<file path="config.mk">
export PLATFORM = sky130hd
export DESIGN_NAME = ant_motion_sequencer
export DESIGN_NICKNAME = d
export VERILOG_FILES = /design/src/rtl/ant_motion_sequencer.sv
export SDC_FILE = /design/constraint.sdc
export NUM_CORES = 1
export LEC_CHECK = 0
export ABC_CLOCK_PERIOD_IN_PS = 4150
export CAP_MARGIN = 20
export CORE_ASPECT_RATIO = 1.75
export CORE_UTILIZATION = 57
export CTS_BUF_LIST = sky130_fd_sc_hd__clkbuf_16
export DETAILED_ROUTE_END_ITERATION = 16
export GPL_ROUTABILITY_DRIVEN = 0
export MAX_ROUTING_LAYER = met4
export PLACE_DENSITY_LB_ADDON = 0.2
export SYNTH_ARGS = -nofsm -noshare
export SYNTH_HDL_FRONTEND = slang
export SYNTH_SLANG_ARGS = --single-unit
</file>
<file path="constraint.sdc">
create_clock -name clk -period 4.15 [get_ports clk]
set_clock_uncertainty 0.2 [all_clocks]
set_input_delay 0.83 -clock clk [delete_from_list [all_inputs] [get_ports clk]]
set_output_delay 0.83 -clock clk [all_outputs]
set_load 0.01 [all_outputs]
</file>
<file path="src/rtl/ant_motion_sequencer.sv">
`default_nettype none
// ============================================================================
// Module : ant_motion_sequencer
// Desc   : Arbitrates nav/manual one-step motion commands and drives timed
//          left/right wheel codes, pulsing fsm_step once per completed nav move.
// Rev    : 1.0
// ============================================================================
module ant_motion_sequencer #(
  parameter int TICK_DIV   = 1000,
  parameter int TURN_STEPS = 4,
  parameter int FWD_STEPS  = 2
) (
  input  logic       clk,
  input  logic       rst,
  input  logic       nav_req,
  input  logic       nav_tl,
  input  logic       nav_tr,
  input  logic       nav_f,
  output logic       nav_ack,
  input  logic       man_req,
  input  logic [1:0] man_cmd,
  output logic       man_ack,
  output logic [1:0] wheel_l,
  output logic [1:0] wheel_r,
  output logic       fsm_step,
  output logic       busy,
  output logic       src,
  output logic       err
);

  localparam int MAX_STEPS = (TURN_STEPS > FWD_STEPS) ? TURN_STEPS : FWD_STEPS;
  localparam int TW        = (TICK_DIV > 2) ? $clog2(TICK_DIV) : 1;
  localparam int SW        = $clog2(MAX_STEPS + 1);

  localparam logic [1:0]    C_IDLE      = 2'd0;
  localparam logic [1:0]    C_RUN       = 2'd1;
  localparam logic [1:0]    C_DONE      = 2'd2;
  localparam logic [1:0]    C_STOP      = 2'b00;
  localparam logic [1:0]    C_FWD       = 2'b01;
  localparam logic [1:0]    C_REV       = 2'b10;
  localparam logic [TW-1:0] C_TICK_LAST = TW'(TICK_DIV - 1);
  localparam logic [SW-1:0] C_TURN_N    = SW'(TURN_STEPS);
  localparam logic [SW-1:0] C_FWD_N     = SW'(FWD_STEPS);
  localparam logic [SW-1:0] C_ONE       = SW'(1);

  logic [1:0]    state_q, state_d;
  logic [TW-1:0] tick_q, tick_d;
  logic [SW-1:0] step_q, step_d;
  logic [1:0]    mcnt_q, mcnt_d;
  logic          src_q, src_d;
  logic [1:0]    wheel_l_q, wheel_l_d;
  logic [1:0]    wheel_r_q, wheel_r_d;
  logic          nav_ack_q, nav_ack_d;
  logic          man_ack_q, man_ack_d;
  logic          err_q, err_d;
  logic          fsm_step_q, fsm_step_d;
  logic          busy_q, busy_d;

  logic          w_grant_man, w_grant_nav, w_preempt, w_last;
  logic          w_nav_err;
  logic [1:0]    w_nav_l, w_nav_r, w_man_l, w_man_r, w_cmd_l, w_cmd_r;
  logic [SW-1:0] w_nav_steps, w_man_steps, w_cmd_steps;

  // Manual wins ties unless it has starved a waiting nav request three times.
  always_comb begin
    w_grant_man = 1'b0;
    w_grant_nav = 1'b0;
    if (state_q == C_IDLE) begin
      if (man_req && !(nav_req && (mcnt_q == 2'd3))) begin
        w_grant_man = 1'b1;
      end else if (nav_req) begin
        w_grant_nav = 1'b1;
      end
    end
  end

  always_comb begin
    w_nav_l     = C_STOP;
    w_nav_r     = C_STOP;
    w_nav_steps = C_ONE;
    w_nav_err   = 1'b0;
    case ({nav_tl, nav_tr, nav_f})
      3'b001:  begin w_nav_l = C_FWD;  w_nav_r = C_FWD;  w_nav_steps = C_FWD_N;  end
      3'b100:  begin w_nav_l = C_REV;  w_nav_r = C_FWD;  w_nav_steps = C_TURN_N; end
      3'b010:  begin w_nav_l = C_FWD;  w_nav_r = C_REV;  w_nav_steps = C_TURN_N; end
      3'b101:  begin w_nav_l = C_STOP; w_nav_r = C_FWD;  w_nav_steps = C_TURN_N; end
      3'b011:  begin w_nav_l = C_FWD;  w_nav_r = C_STOP; w_nav_steps = C_TURN_N; end
      3'b110,
      3'b111:  w_nav_err = 1'b1;
      default: ;
    endcase
  end

  always_comb begin
    w_man_l     = C_STOP;
    w_man_r     = C_STOP;
    w_man_steps = C_ONE;
    case (man_cmd)
      2'b01:   begin w_man_l = C_FWD; w_man_r = C_FWD; w_man_steps = C_FWD_N;  end
      2'b10:   begin w_man_l = C_REV; w_man_r = C_FWD; w_man_steps = C_TURN_N; end
      2'b11:   begin w_man_l = C_FWD; w_man_r = C_REV; w_man_steps = C_TURN_N; end
      default: ;
    endcase
  end

  assign w_cmd_l     = w_grant_man ? w_man_l     : w_nav_l;
  assign w_cmd_r     = w_grant_man ? w_man_r     : w_nav_r;
  assign w_cmd_steps = w_grant_man ? w_man_steps : w_nav_steps;

  assign w_preempt = (state_q == C_RUN) && !src_q && man_req && (man_cmd == 2'b00);
  assign w_last    = (tick_q == C_TICK_LAST) && (step_q == C_ONE);

  // State register and datapath registers
  always_ff @(posedge clk) begin
    if (!rst) begin
      state_q    <= C_IDLE;
      tick_q     <= '0;
      step_q     <= '0;
      mcnt_q     <= 2'd0;
      src_q      <= 1'b0;
      wheel_l_q  <= C_STOP;
      wheel_r_q  <= C_STOP;
      nav_ack_q  <= 1'b0;
      man_ack_q  <= 1'b0;
      err_q      <= 1'b0;
      fsm_step_q <= 1'b0;
      busy_q     <= 1'b0;
    end else begin
      state_q    <= state_d;
      tick_q     <= tick_d;
      step_q     <= step_d;
      mcnt_q     <= mcnt_d;
      src_q      <= src_d;
      wheel_l_q  <= wheel_l_d;
      wheel_r_q  <= wheel_r_d;
      nav_ack_q  <= nav_ack_d;
      man_ack_q  <= man_ack_d;
      err_q      <= err_d;
      fsm_step_q <= fsm_step_d;
      busy_q     <= busy_d;
    end
  end

  // Next-state logic; preemption takes priority over a simultaneous last-step wrap.
  always_comb begin
    state_d = state_q;
    tick_d  = tick_q;
    step_d  = step_q;
    src_d   = src_q;
    mcnt_d  = mcnt_q;
    case (state_q)
      C_IDLE: begin
        if (w_grant_man || w_grant_nav) begin
          state_d = C_RUN;
          tick_d  = '0;
          step_d  = w_cmd_steps;
          src_d   = w_grant_man;
          if (w_grant_nav) begin
            mcnt_d = 2'd0;
          end else if (nav_req) begin
            mcnt_d = mcnt_q + 2'd1;
          end
        end
      end
      C_RUN: begin
        if (w_preempt || w_last) begin
          state_d = C_DONE;
          tick_d  = '0;
          step_d  = '0;
        end else if (tick_q == C_TICK_LAST) begin
          tick_d = '0;
          step_d = step_q - C_ONE;
        end else begin
          tick_d = tick_q + TW'(1);
        end
      end
      C_DONE:  state_d = C_IDLE;
      default: state_d = C_IDLE;
    endcase
  end

  // Output logic, registered so no input reaches an output combinationally.
  always_comb begin
    wheel_l_d  = C_STOP;
    wheel_r_d  = C_STOP;
    nav_ack_d  = 1'b0;
    man_ack_d  = 1'b0;
    err_d      = 1'b0;
    fsm_step_d = 1'b0;
    busy_d     = (state_d != C_IDLE);
    case (state_q)
      C_IDLE: begin
        nav_ack_d = w_grant_nav;
        man_ack_d = w_grant_man;
        err_d     = w_grant_nav && w_nav_err;
        if (state_d == C_RUN) begin
          wheel_l_d = w_cmd_l;
          wheel_r_d = w_cmd_r;
        end
      end
      C_RUN: begin
        if (state_d == C_RUN) begin
          wheel_l_d = wheel_l_q;
          wheel_r_d = wheel_r_q;
        end else begin
          fsm_step_d = !w_preempt && !src_q;
        end
      end
      default: ;
    endcase
  end

  assign nav_ack  = nav_ack_q;
  assign man_ack  = man_ack_q;
  assign wheel_l  = wheel_l_q;
  assign wheel_r  = wheel_r_q;
  assign fsm_step = fsm_step_q;
  assign busy     = busy_q;
  assign src      = src_q;
  assign err      = err_q;

endmodule
`default_nettype wire

</file>
* Word level (Yosys, flattened, before mapping)
Index checks and enable logic that the tools add are counted.
Operators by class: $add $sub $neg 3, equal/unequal tests 18, muxes and demuxes 33, bitwise gates (word level) 2, reduce and logical (&&, ||, !) cells 31
Operators with widths (count):
- $mux 10 | 3
- $pmux 2 s2 | 7
- $pmux 10 s2 | 1
- $mux 2 | 9
- $pmux 3 s2 | 3
- $eq 3x3->1 const B | 4
- $mux 3 | 4
- $add 10x1->10 const B | 1
- $eq 10x10->1 const B | 1
- $reduce_or 3->1 | 3
- $logic_and 1x1->1 | 8
- $reduce_or 2->1 | 4
- $eq 2x1->1 const B | 3
- $eq 2x2->1 const B | 3
- $eq 3x1->1 const B | 2
- $eq 3x2->1 const B | 2
- $mux 1 | 6
- $reduce_and 2->1 | 3
- $reduce_and 3->1 | 2
- $reduce_bool 2->1 | 3
- $logic_not 2->1 | 2
- $reduce_or 4->1 | 1
- $logic_not 1->1 | 3
- $ne 3x1->1 const B | 1
- 6 further kinds | 8
Storage, ports and cells: register bits after elaboration 27, bits of input ports 9, output and inout bits 10, word-level logic and storage cells 99

* Logic depth before layout (Yosys ltp)
depth after elaboration 12, gate-level depth with buffers 8, depth with buffers taken out 7

* Least setup slack after synthesis
OpenSTA, ideal clock, no wires.
path kind in2reg, from in man_cmd[0], to reg step_q[0], arrival 1.828 ns, required time 3.826 ns, slack 1.998 ns, stages 7, path buffers 0, path through inv_1 > ha_1 > nand3b_1 > and2_4 > and2_4 > a221oi_1 > a21oi_1
On the way: cells in the longest elaborated chain, start to end 6, elaborated cells on any way between the ends 14, those cells by class 4 x eq/ne; 5 x mux; 5 x reduce/logical
Ends and longest elaborated chain:
- from (decl) | RTL line 21 | input logic [1:0] man_cmd,
- $eq 2x2->1 | RTL line 98 | case (man_cmd)
- $reduce_or 2->1 (no line)
- $pmux 3 s2 | RTL line 98
- $mux 3 | RTL line 108 | assign w_cmd_steps = w_grant_man ? w_man_steps : w_nav_steps;
- $mux 3 | RTL line 153 | if (w_grant_man || w_grant_nav) begin
- $pmux 3 s2 | RTL line 151 | case (state_q)
- to (signal assigned) | RTL line 131 | step_q <= step_d;
- to (decl) | RTL line 48 | logic [SW-1:0] step_q, step_d;
Several ways; a longest one is shown, not always the timed one. The select of a mux whose other input is x is not followed. A chain may end at the register's enable or synchronous reset.

* Worst setup path after layout
from in man_cmd[0], to reg tick_q[2]
On the way: cells in the longest elaborated chain, start to end 5
Ends and longest elaborated chain:
- $logic_not 2->1 | RTL line 110 | assign w_preempt = (state_q == C_RUN) && !src_q && man_req && (man_cmd == 2'b00);
- $logic_and 1x1->1 | RTL line 110
- $logic_or 1x1->1 | RTL line 166 | if (w_preempt || w_last) begin
- $mux 10 | RTL line 166
- $pmux 10 s2 | RTL line 151
- to (signal assigned) | RTL line 130 | tick_q <= tick_d;
- to (decl) | RTL line 47 | logic [TW-1:0] tick_q, tick_d;
Every way passes these cells.

==> impl_results.md <==
* Switching component of the power at around 0.14 mW
* Final Non-Filler Cells at between 150 and 200
* # port buffers at 18
* Worst EP arrival at 2.57 ns
* Setup Total Neg Slack at 0 ns
* Clock-pin slew reported for the worst setup and hold paths after clock tree synthesis at 0.06 ns
* VDD IR-drop max at 0.265 mV
* Kind of capture point of the worst setup path: register
* Final instance area at 1670 µm²
* Int Power at 0.448 mW
* DRC violations left at 0
* Fraction of registers with async set or reset after synthesis at 0
* Cell at the root of the clock tree: clkbuf_16
* Cell with the most instances after synthesis: dfxtp_1
* Worst setup startpoint: man_cmd[0]
* Crit Reg-Reg Startpoint: tick_q[0]$_SDFFE_PN0P_
* Endpoint required time on the critical path at 4.08 ns
* Register-to-Register Path Depth at 6
* Count of placed standard cells including taps at between 150 and 200
* Leading post-synthesis cells by cell area: dfxtp_1, ha_1, xor2_1
* Proportion of layout cells with a drive suffix above 1 at 0.0809
* Num ports at 19
* Vias in the first global route at 1089
* Leakage Power at 0.644 nW
* Final count of pins violating max slew at 0
* Yosys reg bits at 27
* Worst setup endpoint: tick_q[2]$_SDFFE_PN0P_
* Fraction of post-synthesis cell area in the top cell type by area at 0.387
* Critical path startpoint category: input port
* Cell area after technology mapping at 1400 µm²
* Crit Path Category: input port to register
* Starting DRT DRC Count at 36
* Die extent in x at 39.4 µm
* Synth top cells by count: dfxtp_1, nor2_1, a21oi_1, nand2_1, ha_1
* Post-synthesis to final-layout area growth at 19.9%
* Cells on Worst Hold Path at 1
* Number of nets in the final layout at 193
* Antenna fix cells at 0
* CTS H-Tree Depth at 1
* Global-route wire length before repair at 4800 µm
* Core Region at 2300 µm²
* Sequential share of power at 0.477
* Number of buffers on the longest clock path at 2
* Initial antenna violation count at 0
* Reported max-cap violation count at 0
* Register area share after synthesis at 0.387
* Total congestion overflow at 0
* Detailed-route vias per instance at 5.92
* Critical path peak fanout at 10
* Worst-Skew Late Latency at 0.26 ns
* Unrepaired setup endpoints after global routing: no
* Number of distinct library cell variants in the gate-level netlist after synthesis at 40
* Cell type with the highest aggregate area in the netlist: dfxtp_1
* Share of the clock period used by the worst path at 0.635
* Outcome: finished clean
* Overall routing resource usage at 0.268
* Max transition margin at 0.539
* Number of enable-type register cells in the synthesized netlist at 0
* Final setup fails at 0
* Portion of total power attributed to combinational logic at 0.170
* Sw Ratio at 0.244
* Number of warnings issued by yosys at 0
* Mapped Cells at 154
* TritonRoute pass-1 iters at 4
* Clock network fraction of design power at 0.353
* Placed instance area at 1590 µm²
* Number of sinks driven by the clock tree at 27
* DR vias at 1173
* Achievable clock frequency at 380 MHz
* Final Hold Fails at 0
* Sum of routed wire length over all layers at about 3000 µm
* Endpoint of the worst register-to-register path: tick_q[2]$_SDFFE_PN0P_
* Worst Hold Class: register to register
* Mean routed wirelength per cell at between 10 and 15 µm
* Mean post-synth cell area at between 9 and 10 µm²
* Starting density of the core at 0.606
* Leading register cell type out of synthesis: dfxtp_1
* Register-to-register setup slack at 2.14 ns
* Min Clock Period, post-route at 2.63 ns
* Number of buffers created by CTS at 3
* Layout fillers at 183
* Number of buffers added for setup after CTS at 0
* DP HPWL at 2300 µm
* Largest net degree at the start of global routing at 20
* Count of hold-fix buffers inserted at cts at 0
* Number of placement rows at 23
* Number of nets produced by synthesis at 173
* Post_cts resized at 0
* Cell area power density at 355 nW/µm²
* Die Footprint at roughly 2700 µm²
* Worst Tran Pin Value at between 0.6 and 0.7 ns
* Clock tree from TritonCTS: yes
* Die extent in y at between 60 and 70 µm
* Post-DRT Antenna Nets at 0
[power by group through the flow]
stage          combinational, mW  sequential, mW  clock (mW)
2_1_floorplan             0.0633           0.288           0
3_3_place_gp              0.0972           0.287           0
3_5_place_dp               0.100           0.288           0
4_1_cts                    0.101           0.282       0.214
5_1_grt                    0.111           0.284       0.225
6_report                   0.101           0.283       0.210
[sequential cells by signal, indices dropped and copies added, names as in the netlist]
register and count:
busy 1, err 1, fsm_step 1, man_ack 1, mcnt_q 2, nav_ack 1
src 1, state_q 2, step_q 3, tick_q 10, wheel_l 2, wheel_r 2
[stage by stage]
stage          power (mW)  utilization  hold slack [ns]  worst slack (ns)
4_1_cts             0.598        0.727            0.300              1.53
2_1_floorplan       0.351            -            0.245              2.00
3_3_place_gp        0.384        0.692            0.263              1.31
6_report            0.593        0.727            0.296              1.52
3_5_place_dp        0.388        0.692            0.280              1.30
5_1_grt             0.620        0.727            0.325              1.39
[worst min path at each step]
stage	from	endpoint	slack, ns
final	wheel_l[0]$_SDFFE_PN0P_	wheel_l[0]$_SDFFE_PN0P_	0.30
after global routing	wheel_l[0]$_SDFFE_PN0P_	wheel_l[0]$_SDFFE_PN0P_	0.33
after CTS	wheel_l[0]$_SDFFE_PN0P_	wheel_l[0]$_SDFFE_PN0P_	0.30
after detailed placement	wheel_l[0]$_SDFFE_PN0P_	wheel_l[0]$_SDFFE_PN0P_	0.28
after global placement	mcnt_q[1]$_SDFFE_PN0P_	mcnt_q[1]$_SDFFE_PN0P_	0.26
after floorplan	mcnt_q[1]$_SDFFE_PN0P_	mcnt_q[1]$_SDFFE_PN0P_	0.24
[critical path: stages]
cell	delay [ns]
clkdlybuf4s50_1	0.45
inv_1	0.13
ha_1	0.17
nand3b_1	0.11
and2_4	0.21
a21boi_4	0.20
nand2b_1	0.37
nor2_1	0.09
[layer usage]
layer / vias up / GRT usage / wire, µm
met2: 33 / 0.492 / 1720
met4: 0 / 0.134 / 87
met5: - / - / 0
met3: 10 / 0.0296 / 72
li1: 582 / - / -
met1: 548 / 0.261 / 1080
[final cells by class]
| cell class | count | area [µm²] | area share |
|---|---|---|---|
| clock buffer | 3 | 75.1 | 0.0449 |
| tap | 25 | 31.3 | 0.0187 |
| inverter | 5 | 18.8 | 0.0112 |
| multi-input combinational | 119 | 823 | 0.492 |
| timing repair buffer | 18 | 180 | 0.108 |
| sequential | 27 | 541 | 0.323 |
| clock inverter | 1 | 3.75 | 0.00224 |
[cells in the final DEF (no fill, tap or decap), drive strengths merged, types with 2 or more instances in the layout]
| master | Yosys | final |
|---|---|---|
| xnor2 | 2 | 2 |
| clkbuf | 2 | 3 |
| o21ai | 5 | 5 |
| nor3b | 3 | 3 |
| nor3 | 6 | 6 |
| mux2i | 2 | 2 |
| and2 | 6 | 6 |
| dfxtp | 27 | 27 |
| a31o | 2 | 2 |
| nand2 | 12 | 12 |
| xor2 | 7 | 7 |
| and3 | 2 | 2 |
| clkdlybuf4s50 | 0 | 18 |
| nand3 | 4 | 4 |
| nor2 | 17 | 17 |
| a21oi | 12 | 12 |
| inv | 5 | 6 |
| nand4 | 7 | 7 |
| ha | 10 | 10 |
| nor2b | 6 | 6 |
| a21boi | 4 | 4 |
[kinds of logic after synthesis]
| logic type | Yosys count | synth area share |
|---|---|---|
| mux | 2 | 0.0144 |
| xor+xnor | 9 | 0.0565 |
| fa+ha+maj | 10 | 0.0897 |
| simple gates | 68 | 0.278 |
| flops | 27 | 0.387 |
| compound gates | 30 | 0.152 |
| buf+inv | 8 | 0.0224 |
(Power assumes the default switching activity.)
